`src/rtl/mem_arbiter.sv`:
```
// mem_arbiter: shares one fixed-latency single-port memory between instruction fetch (IF) and load/store (LS).
// Optional macro ARB_ROUND_ROBIN_EN alternates grants on contention; default is fixed LS-over-IF priority.
module mem_arbiter #(
   parameter int MEM_LATENCY = 1,
   parameter int ADDR_W      = 32,
   parameter int DATA_W      = 32
) (
   input  logic              clk,
   input  logic              reset,
   input  logic              if_req,
   input  logic [ADDR_W-1:0] if_addr,
   output logic              if_gnt,
   output logic [DATA_W-1:0] if_rdata,
   output logic              if_rvalid,
   input  logic              ls_req,
   input  logic              ls_we,
   input  logic [ADDR_W-1:0] ls_addr,
   input  logic [DATA_W-1:0] ls_wdata,
   output logic              ls_gnt,
   output logic [DATA_W-1:0] ls_rdata,
   output logic              ls_rvalid,
   output logic              mem_en,
   output logic              mem_we,
   output logic [ADDR_W-1:0] mem_addr,
   output logic [DATA_W-1:0] mem_wdata,
   input  logic [DATA_W-1:0] mem_rdata,
   output logic              stall
);

   typedef enum logic [1:0] {IDLE, ISSUE, WAIT, RESP} state_t;

   localparam logic [3:0] CNT_LOAD = 4'(MEM_LATENCY - 1);

   state_t            state, state_nxt;
   logic              owner_q;          // 1 = LS, 0 = IF
   logic              we_q;
   logic [ADDR_W-1:0] addr_q;
   logic [DATA_W-1:0] wdata_q;
   logic [3:0]        cnt_q;
   logic [DATA_W-1:0] if_rdata_q;
   logic [DATA_W-1:0] ls_rdata_q;
   logic              grant_any;
   logic              grant_ls;

   // Grant is combinational in IDLE; it is masked while reset is held so outputs read 0.
   assign grant_any = (if_req | ls_req) & (state == IDLE) & ~reset;

`ifdef ARB_ROUND_ROBIN_EN
   logic last_owner_q;

   always_ff @(posedge clk or posedge reset) begin
      if (reset) begin
         last_owner_q <= 1'b0;
      end else if (grant_any) begin
         last_owner_q <= grant_ls;
      end
   end

   // On contention the requester that was not served last wins.
   assign grant_ls = ls_req & (~if_req | ~last_owner_q);
`else
   assign grant_ls = ls_req;
`endif

   always_ff @(posedge clk or posedge reset) begin
      if (reset) begin
         state <= IDLE;
      end else begin
         state <= state_nxt;
      end
   end

   always_comb begin
      state_nxt = state;
      case (state)
         IDLE:    if (grant_any) state_nxt = ISSUE;
         ISSUE:   state_nxt = WAIT;
         WAIT:    if (cnt_q == 4'd0) state_nxt = RESP;
         RESP:    state_nxt = IDLE;
         default: state_nxt = IDLE;
      endcase
   end

   always_ff @(posedge clk or posedge reset) begin
      if (reset) begin
         owner_q    <= 1'b0;
         we_q       <= 1'b0;
         addr_q     <= '0;
         wdata_q    <= '0;
         cnt_q      <= 4'd0;
         if_rdata_q <= '0;
         ls_rdata_q <= '0;
      end else begin
         case (state)
            IDLE: begin
               if (grant_any) begin
                  owner_q <= grant_ls;
                  we_q    <= grant_ls & ls_we;
                  addr_q  <= grant_ls ? ls_addr : if_addr;
                  wdata_q <= grant_ls ? ls_wdata : '0;
               end
            end
            ISSUE: cnt_q <= CNT_LOAD;
            WAIT: begin
               if (cnt_q == 4'd0) begin
                  // Stores complete with a pulse but leave the load data register untouched.
                  if (owner_q) begin
                     if (!we_q) ls_rdata_q <= mem_rdata;
                  end else begin
                     if_rdata_q <= mem_rdata;
                  end
               end else begin
                  cnt_q <= cnt_q - 4'd1;
               end
            end
            default: ;
         endcase
      end
   end

   assign if_gnt    = grant_any & ~grant_ls;
   assign ls_gnt    = grant_any & grant_ls;
   assign if_rvalid = (state == RESP) & ~owner_q;
   assign ls_rvalid = (state == RESP) & owner_q;
   assign if_rdata  = if_rdata_q;
   assign ls_rdata  = ls_rdata_q;
   assign mem_en    = (state == ISSUE);
   assign mem_we    = we_q & ((state == ISSUE) | (state == WAIT));
   assign mem_addr  = addr_q;
   assign mem_wdata = wdata_q;
   assign stall     = ~reset & ((state != IDLE) | ((if_req | ls_req) & ~grant_any));

endmodule

```
`config.mk`:
```
export PLATFORM = sky130hd
export DESIGN_NAME = mem_arbiter
export DESIGN_NICKNAME = d
export VERILOG_FILES = /design/src/rtl/mem_arbiter.sv
export SDC_FILE = /design/constraint.sdc
export NUM_CORES = 1
export LEC_CHECK = 0
export ABC_AREA = 1
export BUFFER_PORTS_ARGS = -buffer_cell sky130_fd_sc_hd__buf_2
export CAP_MARGIN = 20
export CORE_ASPECT_RATIO = 2
export CORE_UTILIZATION = 43
export DETAILED_ROUTE_END_ITERATION = 10
export PLACE_DENSITY = 0.75
export SYNTH_ARGS = -nofsm -noshare
export SYNTH_HDL_FRONTEND = slang
export SYNTH_SLANG_ARGS = --single-unit
```
`constraint.sdc`:
```
create_clock -name clk -period 4 [get_ports clk]
set_input_delay 0.4 -clock clk [delete_from_list [all_inputs] [get_ports clk]]
set_output_delay 0.4 -clock clk [all_outputs]
set_load 0.01 [all_outputs]
```
==> tab_implementation.tex <==
\begin{tabular}{lr}
\hline
Metric & Value \\
\hline
\multicolumn{2}{l}{\textbf{Global routing}} \\
Global route total overflow & 0 \\
Global router's overall resource usage & 22.7\% \\
Initial antenna violation count & 1 \\
Global-route wire length before repair & 25.7 mm \\
Maximum number of pins on one net before global-route repair & 68 \\
Number of global-route vias before repair & 5311 \\
\multicolumn{2}{l}{\textbf{Place}} \\
Post-placement cell count & 1115 \\
PortBufs & 267 \\
Detail Placement HPWL & 11.5 mm \\
Gp weighted congestion & 0.809 \\
\multicolumn{2}{l}{\textbf{Route}} \\
DR iter-0 viols & 197 \\
Detailed-route wire length & 16.0 mm \\
Routed length per placed instance & 13.9 um \\
First drt pass iteration count & 5 \\
Detailed-route vias per instance & 4.82 \\
Detailed-route DRC error count & 0 \\
Routed vias & 5529 \\
Antenna-violating nets left & 0 \\
\multicolumn{2}{l}{\textbf{Die}} \\
Top-level I/O count & 268 \\
Initial core utilization & 44.2\% \\
Floorplan row count & 60 \\
Vertical die dimension & 169 um \\
Core Area & 0.0135 mm2 \\
Die Width & 85.3 um \\
Die Outline Area & 0.0144 mm2 \\
\multicolumn{2}{l}{\textbf{Logic synthesis}} \\
Register bit count reported by yosys & 136 \\
Adder-cell share of the synthesized area & 1.05\% \\
Mean cell area of the mapped netlist & 8.22 um2 \\
Synth unique cells & 22 \\
Synthesized-area fraction occupied by xor and xnor cells & 0\% \\
Cells after synthesis & 726 \\
Yosys warning total & 0 \\
Net count after synthesis & 864 \\
Seq/Total Area, Yosys & 57.0\% \\
Mux contribution to synthesized area & 0\% \\
Synthesized-area fraction occupied by and/or/nand/nor cells & 31.3\% \\
Combined area of all synthesized cells & 0.00597 mm2 \\
Dominant combinational cell family by area after synthesis & simple AND/OR/NAND/NOR gates \\
Compound-Gate Fraction of Synth Area & 3.33\% \\
\multicolumn{2}{l}{\textbf{Pwr}} \\
Leakage & 4.79 nW \\
Peak supply drop & 0.401 mV \\
Fraction of power consumed by the clock network & 25.5\% \\
Internal & 3.92 mW \\
Sequential fraction of design power & 37.1\% \\
Proportion of power drawn by combinational gates & 37.4\% \\
Switching power & 2.45 mW \\
Switching portion of total power & 38.5\% \\
Power per standard cell area & 802 mW/mm2 \\
\multicolumn{2}{l}{\textbf{Clock tree}} \\
Later-pin clock latency in the skew report & 0.40 ns \\
Post-CTS setup repair buffer count & 0 \\
Clock tree from TritonCTS & built \\
\# H-tree levels & 4 \\
Largest buffer count on any clock path & 2 \\
Cts-stage hold buffer count & 0 \\
Clock transition at the register clock pins on the worst setup and hold paths after CTS & 0.06 ns \\
Number of buffers inserted during clock tree synthesis & 17 \\
CTS root buf & sky130\_fd\_sc\_hd\_\_clkbuf\_16 \\
Total of cells resized after clock tree synthesis & 0 \\
TritonCTS sink count & 136 \\
\multicolumn{2}{l}{\textbf{Setup path}} \\
Buf+Inv Stages, Crit Path & 4 \\
Cell with the largest stage delay on the worst path & sky130\_fd\_sc\_hd\_\_buf\_4 \\
Cells along the critical path & inv\_1, ha\_1, inv\_1, nor2\_2, o21ai\_4, buf\_4, nor2\_1, buf\_2 \\
Setup crit end kind & primary output \\
Number of logic stages on the critical path including buffering & 8 \\
Maximum fanout along the worst path & 67 \\
Largest delay share family, worst path & buffers and inverters \\
Start-to-end type of the worst setup path & flop to primary output \\
Reg2Reg Launch Point & state[0]\$\_DFFE\_PP0P\_ \\
Launching element type of the critical path & flop \\
Most used cell, CP & sky130\_fd\_sc\_hd\_\_inv\_1 \\
Critical path startpoint & state[0]\$\_DFFE\_PP0P\_ \\
Last element of the critical path & if\_gnt \\
Path depth of the worst reg2reg path & 9 \\
Capture point of the worst reg-to-reg path & owner\_q\$\_DFFE\_PP0P\_ \\
Worst reg-to-reg setup slack & 1.71 ns \\
Endpoint required time on the critical path & 3.60 ns \\
Worst EP arrival & 2.22 ns \\
Largest stage delay on the critical path & 0.58 ns \\
\multicolumn{2}{l}{\textbf{Final layout}} \\
Post-layout nets & 1117 \\
Fin cells & 1148 \\
Layout Area Growth over Synthesis & 33.0\% \\
Ratio of cells with drive above 1 in the final layout & 32.1\% \\
Most common cell after layout, fill and taps aside & sky130\_fd\_sc\_hd\_\_nand2\_1 \\
Filler cell count & 1273 \\
Most used cells in the layout excluding fill and tap cells & sky130\_fd\_sc\_hd\_\_nand2\_1, sky130\_fd\_sc\_hd\_\_buf\_2, sky130\_fd\_sc\_hd\_\_dfrtp\_1 \\
\multicolumn{2}{l}{\textbf{STA}} \\
Setup TNS Final & 0 ns \\
Number of failing setup endpoints in the final timing report & 0 \\
Setup repair after global routing missed its margin & no \\
Number of pins exceeding their max-slew limit in the final report & 0 \\
Smallest hold slack & 0.187 ns \\
Count of endpoints failing hold in the final timing report & 0 \\
Final critical-path required period & 2.62 ns \\
Maximum clock skew at final layout & 0.00980 ns \\
Worst-case headroom to the max-slew limit & 42.1\% \\
Actual slew at the worst max-slew pin & 0.866 ns \\
Final critical-path share of the clock period & 65.5\% \\
Maximum clock frequency & 0.382 GHz \\
\multicolumn{2}{l}{\textbf{Run status}} \\
Status & completed \\
\multicolumn{2}{l}{\textbf{Run}} \\
Number of maximum-capacitance constraint violations & 0 \\
\multicolumn{2}{l}{\textbf{Hold path}} \\
Type of the tightest min-delay check & input port to asynchronous set/reset pin \\
\hline
\end{tabular}
[synthesized netlist by cell type]
master | n | area share (%)
sky130_fd_sc_hd__or2_2 | 1 | 0.10
sky130_fd_sc_hd__buf_6 | 9 | 1.7
sky130_fd_sc_hd__buf_4 | 3 | 0.38
sky130_fd_sc_hd__buf_2 | 20 | 1.7
sky130_fd_sc_hd__inv_2 | 4 | 0.25
sky130_fd_sc_hd__ha_1 | 5 | 1.0
sky130_fd_sc_hd__nand4_1 | 32 | 3.4
sky130_fd_sc_hd__o21bai_1 | 1 | 0.13
sky130_fd_sc_hd__nand3_4 | 1 | 0.29
sky130_fd_sc_hd__dfrtp_1 | 136 | 57
sky130_fd_sc_hd__nand4_4 | 1 | 0.36
sky130_fd_sc_hd__nor2_4 | 3 | 0.57
sky130_fd_sc_hd__o21ai_0 | 21 | 1.8
sky130_fd_sc_hd__nor2_1 | 9 | 0.57
sky130_fd_sc_hd__nand2_1 | 407 | 26
sky130_fd_sc_hd__clkbuf_1 | 6 | 0.38
sky130_fd_sc_hd__o21ai_1 | 14 | 1.2
sky130_fd_sc_hd__nor2_2 | 1 | 0.10
sky130_fd_sc_hd__inv_1 | 45 | 2.8
sky130_fd_sc_hd__nand3_1 | 5 | 0.42
sky130_fd_sc_hd__o21ai_4 | 1 | 0.27
sky130_fd_sc_hd__buf_1 | 1 | 0.063
[registers in the layout (all words and copies together) (netlist names)]
signal	count
we_q	1
mem_wdata	32
owner_q	1
state	2
mem_addr	32
cnt_q	4
if_rdata	32
ls_rdata	32
[worst min path at each step]
stage                        startpoint                         to  depth (start not counted)
2_1_floorplan      cnt_q[0]$_DFFE_PP0P_       cnt_q[0]$_DFFE_PP0P_                          1
4_1_cts                    ls_wdata[16]  mem_wdata[16]$_DFFE_PP0P_                          3
3_3_place_gp   ls_rdata[10]$_DFFE_PP0P_   ls_rdata[10]$_DFFE_PP0P_                          2
3_5_place_dp   ls_rdata[10]$_DFFE_PP0P_   ls_rdata[10]$_DFFE_PP0P_                          2
5_1_grt                    ls_wdata[14]  mem_wdata[14]$_DFFE_PP0P_                          3
6_report                          reset   mem_addr[13]$_DFFE_PP0P_                          2
[worst reg2reg max path: stages, from the launching register on]
cell                      delay (ns)
sky130_fd_sc_hd__dfrtp_1        0.40
sky130_fd_sc_hd__inv_1          0.08
sky130_fd_sc_hd__ha_1           0.22
sky130_fd_sc_hd__inv_1          0.10
sky130_fd_sc_hd__nor2_2         0.06
sky130_fd_sc_hd__o21ai_4        0.07
sky130_fd_sc_hd__buf_4          0.58
sky130_fd_sc_hd__inv_2          0.44
sky130_fd_sc_hd__nor2_1         0.18
sky130_fd_sc_hd__nor2_1         0.05
[stage by stage]
step | total power, mW | worst slack (ns) | util (%) | area (um2)
after detailed placement | 4.79 | 1.71 | 54.1 | 7310
after floorplan | 3.81 | 1.91 | - | 5970
after global placement | 4.72 | 1.74 | 54.1 | 7310
after global routing | 6.84 | 1.24 | 58.8 | 7940
final | 6.37 | 1.38 | 58.8 | 7940
after CTS | 6.45 | 1.36 | 58.7 | 7940
[cells by family (layout without fill, tap and decap cells)]
kind of cell | after synthesis | count (layout)
compound gates | 37 | 37
fa+ha+maj | 5 | 5
buf+inv | 88 | 354
flops | 136 | 136
other cells | 0 | 1
simple gates | 460 | 460
[layer usage]
metal	GRT usage [%]	routed length, um	vias to the layer above
met5	0	0	-
met4	11.7	599	0
met3	4.34	778	37
met2	40.2	8460	212
met1	25.7	6150	2541
li1	-	-	2739
[power groups by stage]
stage,clock network (mW),logic (mW),registers (mW)
finish,1.62,2.38,2.36
global route,1.72,2.68,2.44
CTS,1.66,2.43,2.36
detailed placement,0,2.43,2.37
global placement,0,2.35,2.36
floorplan,0,1.17,2.65
[cell type report]
class	instances	area, um2	area share (%)
Sequential cell	136	3400	42.9
Multi-Input combinational cell	502	2140	26.9
Timing Repair Buffer	273	1390	17.6
Clock buffer	20	457	5.75
Tap cell	155	194	2.44
Inverter	49	188	2.36
Clock inverter	12	165	2.08
Antenna cell	1	2.50	0.0315
No activity file was read; power rests on OpenSTA's default activity.
